===== src/rtl/tt_scan_pkg.sv =====
// Shared types and constants for the truth-table scanner.
package tt_scan_pkg;

  typedef enum logic [1:0] {
    TT_IDLE   = 2'd0,
    TT_SETTLE = 2'd1,
    TT_SAMPLE = 2'd2,
    TT_DONE   = 2'd3
  } tt_state_t;

  localparam int unsigned TT_SETTLE_W = 4;

endpackage


===== src/rtl/tt_settle_timer.sv =====
// Loadable down-counter that flags the last settle cycle of a vector.
module tt_settle_timer
  import tt_scan_pkg::*;
#(
  parameter int unsigned WIDTH = TT_SETTLE_W
) (
  input  logic             clk,
  input  logic             rst,
  input  logic             load,
  input  logic [WIDTH-1:0] value,
  input  logic             en,
  output logic             expired
);

  logic [WIDTH-1:0] count_q;

  // NOTE: sequential state uses non-blocking (<=) so every register samples
  // pre-edge values; blocking here would create order-dependent races.
  always_ff @(posedge clk or posedge rst) begin
    if (rst) begin
      count_q <= '0;
    end else if (load) begin
      count_q <= value;
    end else if (en && count_q != '0) begin
      count_q <= count_q - WIDTH'(1);
    end
  end

  // Expired on the final count so the FSM leaves SETTLE after exactly `value` cycles.
  assign expired = (count_q <= WIDTH'(1));

endmodule


===== src/rtl/truth_table_scanner.sv =====
// Walks all input vectors of a gate under test, captures its truth table and
// compares it with an expected table. Define TT_MISMATCH_COUNT_EN to add err_cnt.
module truth_table_scanner
  import tt_scan_pkg::*;
#(
  parameter int unsigned N_INPUTS = 2,
  parameter int unsigned SETTLE   = 1,
  localparam int unsigned W       = 2 ** N_INPUTS
) (
  input  logic                clk,
  input  logic                rst,
  input  logic                start,
  input  logic [W-1:0]        expected,
  input  logic                f_in,
  output logic [N_INPUTS-1:0] vec,
  output logic [W-1:0]        table_out,
  output logic                busy,
  output logic                done,
  output logic                pass
`ifdef TT_MISMATCH_COUNT_EN
  ,
  output logic [N_INPUTS:0]   err_cnt
`endif
);

  localparam logic [TT_SETTLE_W-1:0] SETTLE_LD  = TT_SETTLE_W'(SETTLE);
  localparam tt_state_t              AFTER_LOAD = (SETTLE == 0) ? TT_SAMPLE : TT_SETTLE;

  tt_state_t   state_q, state_d;
  logic [W-1:0] expected_q;
  logic [W-1:0] tbl_next;
  logic         accept;
  logic         last_vec;
  logic         timer_load;
  logic         timer_expired;

  assign accept   = (state_q == TT_IDLE) && start;
  assign last_vec = (vec == {N_INPUTS{1'b1}});
  assign busy     = (state_q == TT_SETTLE) || (state_q == TT_SAMPLE);
  assign done     = (state_q == TT_DONE);

  tt_settle_timer #(.WIDTH(TT_SETTLE_W)) u_timer (
    .clk     (clk),
    .rst     (rst),
    .load    (timer_load),
    .value   (SETTLE_LD),
    .en      (state_q == TT_SETTLE),
    .expired (timer_expired)
  );

  always_ff @(posedge clk or posedge rst) begin
    if (rst) state_q <= TT_IDLE;
    else     state_q <= state_d;
  end

  // NOTE: every output of a combinational block gets a default first, so no
  // path leaves it unassigned and no latch is inferred.
  always_comb begin
    state_d    = state_q;
    timer_load = 1'b0;
    case (state_q)
      TT_IDLE: begin
        if (start) begin
          timer_load = 1'b1;
          state_d    = AFTER_LOAD;
        end
      end
      TT_SETTLE: begin
        if (timer_expired) state_d = TT_SAMPLE;
      end
      TT_SAMPLE: begin
        if (last_vec) begin
          state_d = TT_DONE;
        end else begin
          timer_load = 1'b1;
          state_d    = AFTER_LOAD;
        end
      end
      TT_DONE: state_d = TT_IDLE;
      default: state_d = TT_IDLE;
    endcase
  end

  // Table with the current sample merged in, so pass includes the final bit.
  always_comb begin
    tbl_next      = table_out;
    tbl_next[vec] = f_in;
  end

  always_ff @(posedge clk or posedge rst) begin
    if (rst) begin
      expected_q <= '0;
      table_out  <= '0;
      vec        <= '0;
      pass       <= 1'b0;
    end else if (accept) begin
      expected_q <= expected;
      table_out  <= '0;
      vec        <= '0;
      pass       <= 1'b0;
    end else if (state_q == TT_SAMPLE) begin
      table_out <= tbl_next;
      if (last_vec) pass <= (tbl_next == expected_q);
      else          vec  <= vec + N_INPUTS'(1);
    end
  end

`ifdef TT_MISMATCH_COUNT_EN
  always_ff @(posedge clk or posedge rst) begin
    if (rst) begin
      err_cnt <= '0;
    end else if (accept) begin
      err_cnt <= '0;
    end else if (state_q == TT_SAMPLE && f_in != expected_q[vec]) begin
      err_cnt <= err_cnt + (N_INPUTS + 1)'(1);
    end
  end
`endif

endmodule


===== config.mk =====
export PLATFORM = sky130hd
export DESIGN_NAME = truth_table_scanner
export DESIGN_NICKNAME = d
export VERILOG_FILES = /design/src/rtl/tt_scan_pkg.sv /design/src/rtl/tt_settle_timer.sv /design/src/rtl/truth_table_scanner.sv
export SDC_FILE = /design/constraint.sdc
export NUM_CORES = 1
export LEC_CHECK = 0
export BUFFER_PORTS_ARGS = -buffer_cell sky130_fd_sc_hd__buf_2
export CAP_MARGIN = 20
export CORE_UTILIZATION = 55
export CTS_CLUSTER_DIAMETER = 60
export DETAILED_ROUTE_END_ITERATION = 7
export PLACE_DENSITY = 0.78
export SLEW_MARGIN = 30
export SYNTH_ARGS = -nofsm -noshare
export SYNTH_HDL_FRONTEND = slang
export SYNTH_HIERARCHICAL = 1
export SYNTH_SLANG_ARGS = --single-unit
export TNS_END_PERCENT = 50

===== constraint.sdc =====
create_clock -name clk -period 2.12 [get_ports clk]
set_input_delay 0.212 -clock clk [delete_from_list [all_inputs] [get_ports clk]]
set_output_delay 0.212 -clock clk [all_outputs]
set_load 0.02 [all_outputs]

==> flow_metrics.tcl <==
set metrics [dict create \
    status "complete, no violations" \
    p_total_w 0.001779 \
    n_antenna_cell 0 \
    synth_xor_xnor_area_share 0.04065 \
    async_reset_ff_frac 1.000 \
    endpoint_kind "flop" \
    cts_buffers 3 \
    hold_start "expected[3]" \
    synthMuxAreaShare 0.07898 \
    synthDistinctLibCells 31 \
    dr.max_layer_used "met4" \
    synth-simple-area-share 0.1591 \
    drive_above_1_share 0.2331 \
    syn_inst 112 \
    grt_max_degree 14 \
    start_util 0.6042 \
    die_h_um 46.26 \
    critPathKind "flop to flop" \
    finalSetupTns_ns 0 \
    worstHoldPathType "input pin to flop" \
    die_w_um 46.26 \
    drt-met1-wl_um 969 \
    r2r_end "u_timer/count_q[3]" \
    ctsResizeCount 0 \
    ys_seq_area_frac 0.3949 \
    holdPathEnd "expected_q[3]" \
    first_iter_violations 12 \
    critPathArrivalTime_ns 1.97 \
    synthAdderAreaFrac 0.1394 \
    worst-r2r-cell-count 7 \
    slew_viol_final 0 \
    overflow 0 \
    synth_top_flop_cell "dfrtp_1" \
    drc 0 \
    vias 839 \
    dr_wl_met2_um 966 \
    rrSetupSlack_ns 0.34 \
    dr.pass1.iters 4 \
    cts_tree "done" \
    synth_compound_gate_area_share 0.1196 \
    cap_violations 0 \
    place.port_buffers 16 \
    grt_pass1_vias 827 \
    period_share 0.8388 \
    io_pins 17 \
    leakage_nw 0.5964 \
    hpwl_um 1570 \
    synth_edf_count 0 \
    crit_fanout 9 \
    vias_per_cell 5.310 \
    powerDensity_nw_per_um2 1454 \
    cts_sinks 17 \
    htree_levels 1 \
    post-route-min-period_ns 1.778 \
    r2r-start "state_q[0]" \
    wl_met3_um 50 \
    antenna_found_initial 0 \
    clockBufferDepth 2 \
    wl_per_cell_um 12.85 \
    max_freq_mhz 562.3 \
    grtUsageTotal 0.2318 \
    ir_drop_v 0.0008575 \
    clk_pin_slew_ns 0.10 \
    ys_warn_count 6 \
    finClkSkew_ns 0.006715 \
    placed_area_um2 1187 \
    fillCellCount 140 \
    dieArea_um2 2140 \
    yosysTopAreaCell "dfrtp_1" \
    cts-root-buf "clkbuf_4" \
    hold_viol 0 \
    stdcell_area_um2 1224 \
    worstPathRequired_ns 2.32 \
    min_path_cells 2 \
    synth_top_family_by_area "simple AND/OR/NAND/NOR gates" \
    worstSetupStartpointType "flop" \
    avgSynthCellArea_um2 9.619 \
    netlist.area_leader.share 0.3949 \
    grt_first_pass_wirelength_um 3367 \
    row_count 15 \
    final_util 0.6863 \
    synth.area.top_cells "dfrtp_1 (39%), ha_1 (14%), a21oi_1 (5.6%), nand2_1 (4.5%), mux2_2 (4.2%)" \
    core_area_um2 1783 \
    netlist_area_um2 1077 \
    ant_nets 0 \
    nets 154 \
    place_congestion 0.8607 \
    ys_seq_elements 17 \
    grt_setup_unrepaired "no" \
    wl_um 2031 \
    area.growth.synth_to_final_pct 13.59 \
    setup-violations-final 0 \
    insertion_delay_ns 0.30 \
]
[routing by layer]
layer,vias up,GRT usage
li1,413,-
met1,404,0.2759
met2,17,0.3803
met3,5,0.04706
met4,0,0.1412
met5,-,0
[worst max-delay path by stage]
stage,startpoint,to,slack (ns),cells past startpoint
floorplan,state_q[0],u_timer/count_q[3],0.23,9
CTS,state_q[0],u_timer/count_q[3],0.33,7
global placement,state_q[0],u_timer/count_q[3],0.45,7
detailed placement,state_q[0],u_timer/count_q[3],0.34,7
global route,state_q[0],u_timer/count_q[3],0.21,7
finish,state_q[0],u_timer/count_q[3],0.34,7
[area by class of cell]
type	count	area [um^2]	share of cell area
inverters	11	41.29	0.03374
multi-input cells	82	594.3	0.4857
flip-flops and latches	17	425.4	0.3476
well taps	25	31.28	0.02556
repair buffers	19	105.1	0.08589
clock buffers	4	26.28	0.02147
[power breakdown]
part	switching, W	internal (W)	total [W]
Sequential	0.000135	0.000473	0.000608
Clock	0.000106	0.0000733	0.000179
Combinational	0.000565	0.000427	0.000992
Total	0.000806	0.000973	0.00178
[synth_stat cells, drive strengths merged (4+ instances only)]
cell,count
mux2,4
inv,11
xor2,4
nand3,4
nand2,13
dfrtp,17
a21oi,12
ha,12
mux2i,4
nor3,4
nor2,4
[what timing repair did]
item                       CTS  global route
hold buffers                 1             0
setup endpoints to repair    0             0
hold endpoints to repair    17             0
buffers inserted             0             0
[stage by stage]
step / cells / hold slack (ns) / setup slack [ns]
6_report: 158 / 0.1371 / 0.3417
5_1_grt: 158 / 0.1290 / 0.2118
4_1_cts: 158 / 0.1367 / 0.3295
3_5_place_dp: 153 / 0.1157 / 0.3437
3_3_place_gp: 153 / 0.1139 / 0.4466
2_1_floorplan: 114 / -0.02192 / 0.2333
[cells by family (layout without fill, tap and decap cells)]
kind of cell             after synthesis  after routing
AND/OR/NAND/NOR                       33             33
AO/OA/AOI/OAI                         20             20
flip-flops                            17             17
buffers and inverters                 15             34
adder cells (fa/ha/maj)               12             12
multiplexers                           8              8
XOR/XNOR                               5              5
other                                  2              4
[worst max-delay path: stages, from the launching register on]
cell and delay (ns):
dfrtp_1 0.41, inv_1 0.11, ha_1 0.22, nor2b_1 0.18
or2_2 0.37, nor3_1 0.21, nand2_1 0.07, o311ai_0 0.10
[state kept, by name, indices dropped and copies added, names as in the netlist]
register / flops
vec: 2
u_timer/count_q: 4
table_out: 4
pass: 1
state_q: 2
expected_q: 4
[layout by cell type (no fill, tap or decap)]
cell type / count
xor2_1: 4
clkbuf_4: 3
clkbuf_1: 1
ha_1: 12
mux2i_1: 4
inv_1: 11
nor2b_1: 2
or2_2: 1
or3b_4: 1
o311ai_0: 1
a211o_1: 1
conb_1: 4
o22ai_1: 2
and3_4: 1
nor2_1: 4
o31a_1: 1
nor3_2: 1
and2_1: 1
nand2b_1: 1
a31o_2: 1
a21oi_1: 12
buf_4: 2
nand2_1: 13
nor3_1: 3
dfrtp_1: 17
dlygate4sd3_1: 1
o21ai_1: 1
nor4b_1: 1
mux2_2: 4
xnor2_1: 1
a41oi_2: 1
nand3_1: 4
buf_2: 16
(Power assumes the default switching activity.)
